<file path="src/rtl/wfp_pkg.sv">
// Shared types and constants for the waveform frame packer.
package wfp_pkg;

  typedef enum logic [1:0] {IDLE, CAPTURE, SEND} state_t;

  localparam int         FRAME_HDR_LEN = 5;
  localparam logic [7:0] SYNC0_DEF     = 8'hA5;
  localparam logic [7:0] SYNC1_DEF     = 8'h5A;

  // sync(2) + seq + pulse(2) + samples(2 each) + checksum
  function automatic int frame_len(input int n);
    return 6 + 2 * n;
  endfunction

endpackage

</file>
<file path="src/rtl/waveform_sample_ram.sv">
// Window sample buffer: one write port, one synchronous read port (1-cycle latency).
module waveform_sample_ram #(
  parameter int DEPTH = 32,
  parameter int WIDTH = 14,
  parameter int AW    = $clog2(DEPTH)
) (
  input  logic             clk,
  input  logic             we,
  input  logic [AW-1:0]    waddr,
  input  logic [WIDTH-1:0] wdata,
  input  logic [AW-1:0]    raddr,
  output logic [WIDTH-1:0] rdata
);

  logic [WIDTH-1:0] mem [DEPTH];

  always_ff @(posedge clk) begin
    if (we) mem[waddr] <= wdata;
    rdata <= mem[raddr];
  end

endmodule

</file>
<file path="src/rtl/waveform_frame_packer.sv">
// Captures one triggered window into a local buffer and serializes it as a
// sync/seq/pulse/samples/checksum byte frame over a valid/ready byte port.
module waveform_frame_packer
  import wfp_pkg::*;
#(
  parameter int         N_SAMPLES = 32,
  parameter int         SAMPLE_W  = 14,
  parameter logic [7:0] SYNC0     = SYNC0_DEF,
  parameter logic [7:0] SYNC1     = SYNC1_DEF
) (
  input  logic                clk,
  input  logic                reset,
  input  logic                wave_valid,
  input  logic [SAMPLE_W-1:0] wave_sample,
  input  logic [SAMPLE_W-1:0] pulse_height,
  input  logic                tx_ready,
  output logic [7:0]          tx_data,
  output logic                tx_valid,
  output logic                busy,
  output logic [7:0]          drop_count
);

  localparam int FRAME_LEN = frame_len(N_SAMPLES);
  localparam int IW        = $clog2(N_SAMPLES);
  localparam int BW        = $clog2(FRAME_LEN);
  localparam bit HDR_ODD   = (FRAME_HDR_LEN % 2) == 1;

  state_t              state, state_n;
  logic [IW-1:0]       idx;
  logic [BW-1:0]       bidx, bidx_n, off;
  logic [7:0]          seq, csum;
  logic [SAMPLE_W-1:0] ph_q, rdata;
  logic [15:0]         ph_ext, smp_ext;
  logic                wv_prev, skip;
  logic                start, cap_wr, last_smp, runt, drop_edge, fire, last_byte;
  logic                we;
  logic [IW-1:0]       waddr, raddr;

  // A window that was already counted as dropped must not restart capture mid-stream.
  assign start     = (state == IDLE) && wave_valid && !skip;
  assign cap_wr    = (state == CAPTURE) && wave_valid;
  assign last_smp  = cap_wr && (idx == IW'(N_SAMPLES - 1));
  assign runt      = (state == CAPTURE) && !wave_valid;
  assign drop_edge = (state == SEND) && wave_valid && !wv_prev;
  assign fire      = tx_valid && tx_ready;
  assign last_byte = (bidx == BW'(FRAME_LEN - 1));

  assign we    = start || cap_wr;
  assign waddr = start ? '0 : idx;

  // Address the sample for the byte index of the next cycle so RAM latency is hidden.
  always_comb begin
    bidx_n = bidx;
    if (state != SEND)  bidx_n = '0;
    else if (fire)      bidx_n = last_byte ? '0 : bidx + BW'(1);
  end
  assign off   = bidx_n - BW'(FRAME_HDR_LEN);
  assign raddr = IW'(off >> 1);

  waveform_sample_ram #(
    .DEPTH (N_SAMPLES),
    .WIDTH (SAMPLE_W),
    .AW    (IW)
  ) u_ram (
    .clk   (clk),
    .we    (we),
    .waddr (waddr),
    .wdata (wave_sample),
    .raddr (raddr),
    .rdata (rdata)
  );

  always_ff @(posedge clk or posedge reset) begin
    if (reset) state <= IDLE;
    else       state <= state_n;
  end

  always_comb begin
    state_n = state;
    unique case (state)
      IDLE:    if (start) state_n = CAPTURE;
      CAPTURE: begin
        if (last_smp)  state_n = SEND;
        else if (runt) state_n = IDLE;
      end
      SEND:    if (fire && last_byte) state_n = IDLE;
      default: state_n = IDLE;
    endcase
  end

  always_comb begin
    busy     = (state != IDLE);
    tx_valid = (state == SEND);
  end

  assign ph_ext  = 16'(ph_q);
  assign smp_ext = 16'(rdata);

  always_comb begin
    tx_data = 8'h00;
    if (state == SEND) begin
      if      (bidx == BW'(0)) tx_data = SYNC0;
      else if (bidx == BW'(1)) tx_data = SYNC1;
      else if (bidx == BW'(2)) tx_data = seq;
      else if (bidx == BW'(3)) tx_data = ph_ext[15:8];
      else if (bidx == BW'(4)) tx_data = ph_ext[7:0];
      else if (last_byte)      tx_data = csum;
      else if (bidx[0] == HDR_ODD) tx_data = smp_ext[15:8];
      else                     tx_data = smp_ext[7:0];
    end
  end

  always_ff @(posedge clk or posedge reset) begin
    if (reset) begin
      idx        <= '0;
      bidx       <= '0;
      seq        <= 8'h00;
      csum       <= 8'h00;
      drop_count <= 8'h00;
      ph_q       <= '0;
      wv_prev    <= 1'b0;
      skip       <= 1'b0;
    end else begin
      bidx <= bidx_n;

      if (start)         idx <= IW'(1);
      else if (last_smp) idx <= '0;
      else if (cap_wr)   idx <= idx + IW'(1);
      else               idx <= '0;

      if (last_smp) ph_q <= pulse_height;

      // Checksum covers seq through the last sample byte, summed as bytes transfer.
      if (state != SEND)
        csum <= 8'h00;
      else if (fire && (bidx >= BW'(2)) && !last_byte)
        csum <= csum + tx_data;

      if (fire && last_byte) seq <= seq + 8'h01;

      if ((runt || drop_edge) && (drop_count != 8'hFF))
        drop_count <= drop_count + 8'h01;

      // Cleared on the last capture so a window held high straight into SEND counts as a new one.
      wv_prev <= last_smp ? 1'b0 : wave_valid;

      if (!wave_valid)    skip <= 1'b0;
      else if (drop_edge) skip <= 1'b1;
    end
  end

endmodule

</file>
<file path="config.mk">
export PLATFORM = sky130hd
export DESIGN_NAME = waveform_frame_packer
export DESIGN_NICKNAME = d
export VERILOG_FILES = /design/src/rtl/wfp_pkg.sv /design/src/rtl/waveform_sample_ram.sv /design/src/rtl/waveform_frame_packer.sv
export SDC_FILE = /design/constraint.sdc
export NUM_CORES = 1
export LEC_CHECK = 0
export CORE_ASPECT_RATIO = 0.75
export CORE_MARGIN = 2
export CORE_UTILIZATION = 43
export DETAILED_ROUTE_END_ITERATION = 16
export GPL_ROUTABILITY_DRIVEN = 0
export HOLD_SLACK_MARGIN = 0.1
export PLACE_DENSITY_LB_ADDON = 0.3
export SYNTH_ARGS = -nofsm -noshare
export SYNTH_HDL_FRONTEND = slang
export SYNTH_SLANG_ARGS = --single-unit
</file>
<file path="constraint.sdc">
create_clock -name clk -period 5.5 [get_ports clk]
set_clock_uncertainty 0.15 [all_clocks]
set_input_delay 1.65 -clock clk [delete_from_list [all_inputs] [get_ports clk]]
set_output_delay 1.65 -clock clk [all_outputs]
set_load 0.05 [all_outputs]
</file>
# --- After elaboration in Yosys (flattened, before gate mapping) ---
# Memories as Yosys holds them, arrays and structs flattened. A register that Yosys moved wholly into a read port is not among the register bits.
# Index checks and enable logic that the tools add are counted.
totals:
  register_bits: 54
  ramBits: 448
  elab_cells: 81
  mem_count: 1
op_classes:
  add_sub_neg: 6
  n_lt_le_gt_ge: 1
  eq_ne: 14
  n_mux: 27
  n_reduce_logical: 23
memory_table:
  columns: ["name", "depth", "word_bits", "rd", "rd_clocked_by_memory_dff", "write_ports", "line_no", "rtl"]
  rows:
  - ["u_ram.mem", 32, 14, 1, 1, 1, "waveform_sample_ram.sv:15", "logic [WIDTH-1:0] mem [DEPTH];"]
ops:
  columns: ["cell", "n"]
  rows:
  - ["8-bit two-way mux", 10]
  - ["7-bit two-way mux", 3]
  - ["5-bit two-way mux", 4]
  - ["8-bit by 1-bit adder with 8-bit output (second input constant)", 2]
  - ["7-bit by 2-bit == test with 1-bit output (second input constant)", 2]
  - ["1-bit logical AND", 12]
  - ["8-bit adder", 1]
  - ["2-bit two-way mux", 4]
  - ["8-bit != test (second input constant)", 1]
  - ["7-bit by 1-bit adder with 7-bit output (second input constant)", 1]
  - ["7-bit by 1-bit == test with 1-bit output (second input constant)", 1]
  - ["7-bit by 3-bit == test with 1-bit output (second input constant)", 1]
  - ["7-bit == test (second input constant)", 1]
  - ["7-bit by 2-bit greater-or-equal comparator with 1-bit output (second input constant)", 1]
  - ["7-bit logical NOT", 1]
  - ["2-bit case mux with 3 select lines", 1]
  - ["6-bit by 3-bit subtractor with 6-bit output (second input constant)", 1]
  - ["5-bit by 1-bit adder with 5-bit output (second input constant)", 1]
  - ["5-bit == test (second input constant)", 1]
  - ["1-bit two-way mux", 5]
  - ["1-bit logical NOT", 4]
  - ["2-bit by 1-bit != test with 1-bit output (second input constant)", 2]
  - ["2-bit != test (second input constant)", 2]
  - ["2-bit nonzero test", 2]
  - ["6 further kinds", 7]

# --- Depth between registers and ports, before layout ---
logic_depth:
  ltp_word: 11
  mapped_depth: 20
  ltp_nobuf: 20

# --- Hierarchy ---
# From an unflattened synthesis, not the netlist that was laid out.
hier_totals:
  hier_cells: 1337
  hier_area_um2: 21240.4
by_module_without_submodules:
  columns: ["mod", "n_inst", "cells_per_inst", "area_per_inst_um2", "seq_area_each_um2"]
  rows:
  - ["waveform_sample_ram", 1, 1006, 18011.0, 13733.2]
  - ["waveform_frame_packer", 1, 331, 3229.3, 1351.3]

# --- Worst setup path after synthesis ---
# OpenSTA, ideal clock, no wires.
synth_timing:
  path_type: "register to register"
  start: "reg bidx[1]"
  end: "reg csum[7]"
  setup_time_ns: 0.130
  arrival_ns: 4.435
  slack_ns: 0.785
  stages_incl_launch_ff: 21
  n_path_buf: 1
  period_less_slack_ns: 4.715
  cell_sequence: "dfrtp_1 -> inv_1 -> ha_1 -> nand4b_4 -> nor3_4 -> clkbuf_1 -> nand2_1 -> o21ai_0 -> mux2i_1 -> a211oi_1 -> a21oi_1 -> a21oi_1 -> ha_1 -> a21o_1 -> a21o_1 -> a21o_1 -> a21oi_1 -> o21ai_0 -> xnor2_1 -> o211ai_1 -> o31ai_1"
synth_between:
  elab_chain_len: 11
  elab_cells_between_ends: 21
  cone_classes: "add/sub (1); order compare (1); eq/ne (5); mux (9); reduce/logical (5)"
synth_rtl:
  columns: ["item", "line_no", "rtl"]
  rows:
  - ["from (decl)", "waveform_frame_packer.sv:30", "logic [BW-1:0] bidx, bidx_n, off;"]
  - ["from (signal assigned)", "waveform_frame_packer.sv:124", "bidx <= bidx_n;"]
  - ["7-bit == test", "waveform_frame_packer.sv:46", "assign last_byte = (bidx == BW'(FRAME_LEN - 1));"]
  - ["8-bit two-way mux", "waveform_frame_packer.sv:107", "else if (last_byte) tx_data = csum;"]
  - ["8-bit two-way mux", "waveform_frame_packer.sv:106", "else if (bidx == BW'(4)) tx_data = ph_ext[7:0];"]
  - ["8-bit two-way mux", "waveform_frame_packer.sv:105", "else if (bidx == BW'(3)) tx_data = ph_ext[15:8];"]
  - ["8-bit two-way mux", "waveform_frame_packer.sv:104", "else if (bidx == BW'(2)) tx_data = seq;"]
  - ["8-bit two-way mux", "waveform_frame_packer.sv:103", "else if (bidx == BW'(1)) tx_data = SYNC1;"]
  - ["8-bit two-way mux (*)", "waveform_frame_packer.sv:102", "if (bidx == BW'(0)) tx_data = SYNC0;"]
  - ["8-bit two-way mux (*)", "waveform_frame_packer.sv:101", "if (state == SEND) begin"]
  - ["net tx_data[1]", "waveform_frame_packer.sv:17", "output logic [7:0] tx_data,"]
  - ["8-bit adder (*)", "waveform_frame_packer.sv:137", "csum <= csum + tx_data;"]
  - ["8-bit two-way mux (*)", "waveform_frame_packer.sv:136", "else if (fire && (bidx >= BW'(2)) && !last_byte)"]
  - ["8-bit two-way mux (*)", "waveform_frame_packer.sv:134", "if (state != SEND)"]
  - ["to (signal assigned)", "waveform_frame_packer.sv:137", null]
  - ["to (decl)", "waveform_frame_packer.sv:31", "logic [7:0] seq, csum;"]
# The timed path passes the listed nets; every way through them passes the cells marked *. The select of a mux whose other input is x is not followed.
# A chain may end at the register's enable or synchronous reset.

# --- Worst setup path after layout ---
layout_timing:
  start: "reg bidx[1]"
  end: "out tx_data[7]"
layout_between:
  elab_chain_len: 8
  elab_cells_between_ends: 13
  cone_classes: "eq/ne (5); mux (7); reduce/logical (1)"
layout_rtl:
  columns: ["item", "line_no"]
  rows:
  - ["7-bit == test", "waveform_frame_packer.sv:46"]
  - ["8-bit two-way mux", "waveform_frame_packer.sv:107"]
  - ["8-bit two-way mux", "waveform_frame_packer.sv:106"]
  - ["8-bit two-way mux", "waveform_frame_packer.sv:105"]
  - ["8-bit two-way mux", "waveform_frame_packer.sv:104"]
  - ["8-bit two-way mux", "waveform_frame_packer.sv:103"]
  - ["8-bit two-way mux (*)", "waveform_frame_packer.sv:102"]
  - ["8-bit two-way mux (*)", "waveform_frame_packer.sv:101"]
  - ["to (decl)", "waveform_frame_packer.sv:17"]
# Every way passes the cells marked *; elsewhere a longest branch is shown, timed or not.

==> flow_summary.toml <==
[worst_setup_path]
end_kind = "output port"
critPathMaxStageDelay_ns = 0.80
crit_path_start_kind = "flip-flop"
crit_arrival_ns = 3.46
crit_type = "flip-flop to output port"
cp_top_family = "buffers and inverters"
cp_num_buf_inv = 2
worstPathRequired_ns = 3.70
crit_chain = "inv_1 > ha_1 > nand4b_4 > or3_1 > nand3_1 > a31oi_1 > a22oi_1 > o21ai_0 > and2_1 > clkdlybuf4s50_1"
cp_max_fo = 6
worst_path_max_delay_cell = "clkdlybuf4s50_1"

[synth]
ys_seq_area_share_pct = 70.6
synth_mux_area_share_pct = 5.67
synth-simple-area-share_pct = 10.8
synth_top_area_share_pct = 63.0
synth_nets = 1559
synth.distinct_cells = 58
synth.avg_cell_area_um2 = 14.1
synthTopCellsByCount = "448 x edfxtp_1, 208 x nand2_1, 172 x nand3_1, 80 x o21ai_0, 72 x a31oi_1"
yosysWarnings = 0
yosysTopAreaCell = "edfxtp_1"
synth_cells = 1510
netlist_area_mm2 = 0.0214
synthArstFlopShare_pct = 10.5
synth_top_family_by_area = "simple AND/OR/NAND/NOR gates"
synth-xor-area-share_pct = 1.11
yosysMostFrequentCell = "edfxtp_1"
yosys-top-cells-area = "edfxtp_1 63%, dfrtp_1 6.3%, nand3_1 4.0%"
synthFlopType = "edfxtp_1"
ys_ff_latch = 516
synthAdderAreaFrac_pct = 1.03
synth_edf_count = 448
synth_compound_gate_area_share_pct = 8.23

[finish]
nNetsFinal = 1660
layout-drive-gt1-share_pct = 15.1
area_delta_synth_final_pct = 15.5
antenna_cells = 0

[floorplan]
rows = 70
start_util_pct = 43.7
dieArea_mm2 = 0.0515
num_io_pins = 50
die_x_um = 261
die_h_um = 197
core_area_mm2 = 0.0489

[timing]
whs_ns = 0.337
setup_viol = 0
finalCriticalPeriod_ns = 5.26
fmax_mhz = 190
tightest_slew_ns = 1.22
hold_viol = 0
setup_tns_ns = 0
maxSlewHeadroom_pct = 18.4
slew_viol_final = 0
rsz0062_at_grt = "false"
period_share_pct = 95.6

[placed_design]
dp_hpwl_mm = 35.3
io_buffers = 49

[global_route]
grt_usage_pct = 22.4
antenna_found_initial = 2
grt_pass1_vias = 12975
gr-total-overflow = 0
grt_max_degree = 57
grt_first_pass_wirelength_mm = 85.1

[run_status]
status = "complete, no violations"

[clock_network]
cts_buffer_depth = 3
clk_pin_slew_worst_paths_ns = 0.07
hold_buffers = 0
htreeDepth = 2
cts_setup_buffers = 0
cts_tree = "done"
clkSinkCount = 516
root_buffer = "clkbuf_16"
clk_latency_ns = 0.58
numCtsBuffers = 49
cts_resized = 0

[route]
wl_per_cell_um = 24.7
dr.pass1.iters = 5
ant_nets = 0
drtIter0Drc = 2106
drc = 0
routed_via_density = 5.91
wl_mm = 56.7
vias = 13597

[hold_path]
min_path_type = "flip-flop to flip-flop"

[flow_run]
drv_cap = 0
[logic make-up (layout without fill, tap and decap cells)]
group / count (synthesis) / after routing
compound gates: 263 / 263
flops: 516 / 516
mux: 84 / 84
simple gates: 499 / 499
xor+xnor: 27 / 27
buf+inv: 104 / 245
fa+ha+maj: 17 / 17
[metrics by stage]
step / std cells / utilization, % / cell area, µm² / setup slack [ns]
detailed placement: 2208 / 47.1 / 23000 / 0.335
global route: 2299 / 50.4 / 24700 / 0.111
global placement: 2208 / 47.1 / 23000 / 0.446
finish: 2299 / 50.4 / 24700 / 0.240
floorplan: 1510 / - / 21400 / 0.785
CTS: 2299 / 50.4 / 24700 / 0.262
[routing by layer]
metal	global-route usage (%)	vias to the layer above	part of all wire [%]
li1	-	5979	-
met1	35.6	6897	46
met2	32.2	644	43
met3	3.52	77	9.0
met4	4.95	0	1.8
met5	0	-	0
[registers in the layout, indices dropped and copies added (netlist names), 2 cells and up]
register and count:
idx 5, state 2, drop_count 8, bidx 7, u_ram.rdata 14, csum 8
ph_q 14, u_ram.mem 448, seq 8
[worst paths after layout]
| check | end | startpoint | cells after the start | slack, ns |
|---|---|---|---|---|
| hold / removal | seq[7] | seq[7] | 1 | 0.34 |
| setup reg to reg | csum[7] | bidx[1] | 20 | 1.18 |
| hold reg to reg | seq[7] | seq[7] | 1 | 0.34 |
| setup / recovery | tx_data[7] | bidx[1] | 10 | 0.24 |
| max in group asynchronous | bidx[2] | reset | 3 | 3.17 |
| min in group asynchronous | idx[4] | reset | 2 | 1.17 |
[final cells by class]
class                           instances  area (µm²)
Clock inverter                         15         166
Timing Repair Buffer                  141        1330
Inverter                               13        48.8
Clock buffer                           76        1450
Tap cell                              648         811
Multi-Input combinational cell        890        5770
Fill cell                            4151       24200
Sequential cell                       516       15100
[layout by cell type, fill, tap and decap left out, types with 13 or more instances in the layout]
| cell type | count |
|---|---|
| a31oi_1 | 72 |
| mux4_2 | 28 |
| edfxtp_1 | 448 |
| buf_4 | 85 |
| a21oi_1 | 17 |
| xnor2_1 | 16 |
| dfxtp_1 | 14 |
| ha_1 | 15 |
| nand2_1 | 207 |
| buf_12 | 13 |
| clkdlybuf4s50_1 | 43 |
| nand3_1 | 172 |
| o21ai_0 | 80 |
| mux2i_1 | 41 |
| clkbuf_16 | 49 |
| dfrtp_1 | 54 |
| nor2_1 | 60 |
| a32oi_1 | 32 |
| mux2_2 | 15 |
Power is not shown: default switching activity piles up to over one toggle a cycle in this logic, so the estimate is an artifact.
==> variant 1 (same settings) <==
`SAMPLE_W`: 14 -> 10.
--- a/src/rtl/waveform_frame_packer.sv
+++ b/src/rtl/waveform_frame_packer.sv
@@ -4,7 +4,7 @@
   import wfp_pkg::*;
 #(
   parameter int         N_SAMPLES = 32,
-  parameter int         SAMPLE_W  = 14,
+  parameter int         SAMPLE_W  = 10,
   parameter logic [7:0] SYNC0     = SYNC0_DEF,
   parameter logic [7:0] SYNC1     = SYNC1_DEF
 ) (
Interface: changed (resized pulse_height and wave_sample); port bits go from 50 to 42. No check against the original RTL was run, so the function may have changed too.
==> variant 1 against the original RTL <==
Design area is 26% lower; worst setup slack got worse by 0.027 ns; sequential cell count down 136; utilization is 0.16 points higher; area after synthesis shrank 27%; largest cell class unchanged; sequential share of layout area shrank 0.15 points; count of clock-buffer cells in the layout is 27 lower; routed wire length fell by 39%; final cell count is 36% lower.
==> variant 1: results (changes against the original RTL) <==
- Dpl hpwl: 22.21 mm (was 35.33 mm)
- Number of synthesized flops with an enable pin: 320 (was 448)
- Clk cell area share: 6.407% (was 6.541%)
- Worst path top cell family by delay: simple AND/OR/NAND/NOR gates (was buffers and inverters)
- Vias per cell: 5.613 (was 5.914)
- Non-Clock Buffer Count: 96 (was 141)
- Max_slew headroom: 14.19% (was 18.40%)
- Resize count post-CTS: 4 (was 0)
- Sequential fraction of the synthesis area: 70.76% (was 70.64%)
- Max incr delay on CP: 0.56 ns (was 0.80 ns)
- Worst-path maximum fanout: 12 (was 6)
- Placed Area: 16960 um^2 (was 23040 um^2)
- Critical path endpoint: tx_data[5] (was tx_data[7])
- Xor/xnor share of the synthesized area: 1.657% (was 1.107%)
- Share of layout cells above drive strength 1: 21.73% (was 15.14%)
- First-pass GRT wire length: 52.68 mm (was 85.15 mm)
- Iter 0 DRT Violations: 750 (was 2106)
- Register fraction of the total cell area: 61.03% (was 61.18%)
- Ranking of synthesized cells by area: edfxtp_1, mux4_2, dfrtp_1 (was edfxtp_1, dfrtp_1, nand3_1)
- R2R cell count: 19 (was 20)
- Adder-cell share of the synthesized area: 1.409% (was 1.031%)
- Mux cell area share after synthesis: 14.63% (was 5.666%)
- Slowest cell on crit path: clkdlybuf4s15_1 (was clkdlybuf4s50_1)
- Multi-input combinational area share: 24.21% (was 23.40%)
- GRT Util Overall: 18.73% (was 22.36%)
- #MultiIn Comb: 460 (was 890)
- Outcome: finished clean (unchanged)
- # clk buffers: 49 (was 76)
- Top Registers: u_ram.mem (320), ph_q (10), u_ram.rdata (10) (was u_ram.mem (448), ph_q (14), u_ram.rdata (14))
==> variant 1: cell count changes after synthesis, moves of 14 or more <==
cell and change:
clkbuf_1 -18, a31oi_1 -67, a21oi_1 +23, o21ai_0 -68
nand2_1 -167, buf_2 -14, nand3_1 -151, a32oi_1 -32
edfxtp_1 -128, o21ai_1 +23, mux4_2 +52
==> variant 1: per-stage QoR <==
step | utilization, % | worst slack, ns | std cells | total power, mW | hold slack [ns]
after floorplan | - | 0.8310 | 890 | 3.349 | 0.2915
after global placement | 47.36 | 0.3078 | 1414 | 3.465 | 0.3112
after detailed placement | 47.36 | 0.2658 | 1414 | 3.472 | 0.3118
after CTS | 50.59 | 0.0004854 | 1482 | 5.904 | 0.3258
after global routing | 50.61 | 0.009689 | 1482 | 6.047 | 0.3634
final | 50.61 | 0.2128 | 1482 | 5.849 | 0.3239
==> variant 1: layer usage <==
layer	part of all wire [%]	GRT usage, %
met5	0.40	2.710
met1	46	27.99
met2	44	27.23
met3	7.5	4.808
met4	1.8	4.754
==> variant 2 (config.mk and constraints unchanged) <==
Without the edit above. Compare `bidx` against `BW'(2)` with >= in place of ==.
--- a/src/rtl/waveform_frame_packer.sv
+++ b/src/rtl/waveform_frame_packer.sv
@@ -101,7 +101,7 @@
     if (state == SEND) begin
       if      (bidx == BW'(0)) tx_data = SYNC0;
       else if (bidx == BW'(1)) tx_data = SYNC1;
-      else if (bidx == BW'(2)) tx_data = seq;
+      else if (bidx >= BW'(2)) tx_data = seq;
       else if (bidx == BW'(3)) tx_data = ph_ext[15:8];
       else if (bidx == BW'(4)) tx_data = ph_ext[7:0];
       else if (last_byte)      tx_data = csum;
Formal check against the unedited RTL: no difference found for any inputs over 4 cycles, from zero or initial values and one cycle with reset high; that may be too few to reach the edited logic, so the function may still have changed.
==> variant 2 against the original RTL <==
Synthesized cell count is 2.8% lower; area after synthesis is 1.3% lower; sequential share of layout area is 0.94 points higher; sequential cell count is 2 lower; design area is 1.8% lower; register-to-register slack worse by 0.05 ns; via count is 7.3% lower; worst setup slack worse by 0.042 ns; non-clock buffer count is 18 lower; routed wire length is 10% lower; die area is 1.3% lower; critical endpoint is now tx_data[3]; largest cell class unchanged.
==> variant 2: results (changes against the original RTL) <==
- Outcome: finished clean (unchanged)
- Share of layout cells above drive strength 1: 13.04% (was 15.14%)
- Router iterations before antenna repair: 5 (unchanged)
- Largest net degree at the start of global routing: 90 (was 57)
- Worst-path maximum fanout: 9 (was 6)
- Slowest cell on crit path: or4_1 (was clkdlybuf4s50_1)
- Filler cells: 4064 (was 4151)
- Antenna cells: 0 (unchanged)
- DR vias: 12610 (was 13600)
- Ranking of synthesized cells by area: edfxtp_1, dfrtp_1, nand2_1 (was edfxtp_1, dfrtp_1, nand3_1)
- Setup bufs post-CTS: 0 (unchanged)
- Crit path arrival time: 3.50 ns (was 3.46 ns)
- Vias in the first global route: 12020 (was 12980)
- Max_slew headroom: 15.00% (was 18.40%)
- Mean Syn Cell Area: 14.36 um^2 (was 14.14 um^2)
- P&R area growth vs syn: 14.86% (was 15.46%)
- Cts bufs inserted: 51 (was 49)
- Placed Area: 22670 um^2 (was 23040 um^2)
- First-pass GRT wire length: 75.72 mm (was 85.15 mm)
- Max incr delay on CP: 0.62 ns (was 0.80 ns)
- Setup WS pre-CTS: 0.1423 ns (was 0.3345 ns)
- Worst-path clk slew: 0.06 ns
- Final Max Tran Viols: 0 (unchanged)
- Nets: 1614 (was 1660)
- Synth cell count leaders: edfxtp_1, nand2_1, nand3_1, nor2_1, mux2i_1 (was edfxtp_1, nand2_1, nand3_1, o21ai_0, a31oi_1)
- # port buffers: 47 (was 49)
- Initial antenna violation count: 0 (was 2)
- YS warnings: 0 (unchanged)
- Post-placement cell count: 2160 (was 2208)
- VDD IR-drop max: 254.4 uV
- Count of cell types in the netlist: 56 (was 58)
- Syn_nets: 1516 (was 1559)
- Clock Tree Buf Depth: 3 (unchanged)
- Worst-skew pair later-pin latency: 0.60 ns (was 0.58 ns)
- Number of synthesized flops with an enable pin: 448 (unchanged)
- Final WL: 50.75 mm (was 56.70 mm)
- H-tree Lvls: 2 (unchanged)
- GRT Util Overall: 20.10% (was 22.36%)
- Post-route insts no fill: 2251 (was 2299)
- Post-synth ARST share: 10.12% (was 10.47%)
- Iter 0 DRT Violations: 1396 (was 2106)
- Clock tree root buffer cell: clkbuf_16 (unchanged)
- Sequential fraction of the synthesis area: 71.35% (was 70.64%)
- Dpl hpwl: 31.28 mm (was 35.33 mm)
- Top Registers: u_ram.mem (448), u_ram.rdata (14), ph_q (12) (was u_ram.mem (448), ph_q (14), u_ram.rdata (14))
==> variant 2: cell types whose count changed after synthesis, moves of 10 or more <==
cell      unedited run  this run
a21oi_1             17        35
mux2i_1             41        69
nand4_1              6        21
a221o_1              0        14
nand3_1            172       114
nor2_1              64        74
o21ai_0             80        11
a22oi_1             12         1
nor2b_1              5        35
o41a_1               0        14
a31oi_1             72        28
nand2_1            208       267
o2111a_1            10         0
==> variant 2: cell type report <==
type                    count  share of cell area [%]
clock buffers              62                   5.532
clock inverters            29                  0.8014
inverters                  15                  0.2327
multi-input cells         860                   23.29
flip-flops and latches    514                   62.12
well taps                 648                   3.350
repair buffers            123                   4.669
==> variant 2: timing repair <==
| item | CTS | global route |
|---|---|---|
| endpoints found under the setup margin | 3 | 3 |
| pin swaps | 0 | 1 |
| hold buffers | 0 | 0 |
| endpoints found under the hold margin | 0 | 0 |
| resized for setup | 3 | 2 |
| cloned | 0 | 0 |
==> variant 2: where the power goes <==
part	switching, mW	internal, mW	leakage [nW]	total (mW)
combinational	0.175	0.0770	3.15	0.252
sequential	0.0332	4.27	4.87	4.31
clock	1.44	1.78	0.748	3.22
==> variant 2: kinds of logic after synthesis <==
group           count (synthesis)  share of synthesized area, %
simple gates                  543                         11.47
fa+ha+maj                      17                         1.045
compound gates                156                         5.499
xor+xnor                       33                         1.496
buf+inv                        93                         2.102
mux                           111                         7.037
flops                         514                         71.35
==> variant 2: final timing paths <==
check	startpoint	endpoint	slack, ns	cells after the start
worst min register to register	drop_count[7]	drop_count[7]	0.34	1
min in group asynchronous	reset	idx[2]	1.35	2
max in group asynchronous	reset	csum[7]	3.07	3
worst min-delay path	drop_count[7]	drop_count[7]	0.34	1
worst max-delay path	bidx[2]	tx_data[3]	0.20	6
worst max register to register	bidx[0]	csum[7]	1.13	21
==> variant 2: critical path, delay by kind of cell (launching register included) <==
family                 cells  cell delay, ns
and+or+nand+nor            3            1.43
buffers and inverters      1            0.57
DFF                        1            0.47
AOI/OAI and AO/OA          2            0.45
==> variant 2: metal layers <==
layer	global-route usage (%)	up-vias	part of all wire (%)
met5	0	-	0
met4	5.066	0	2.1
met3	4.767	74	9.0
met2	29.34	474	44
met1	30.34	6343	45
li1	-	5714	-
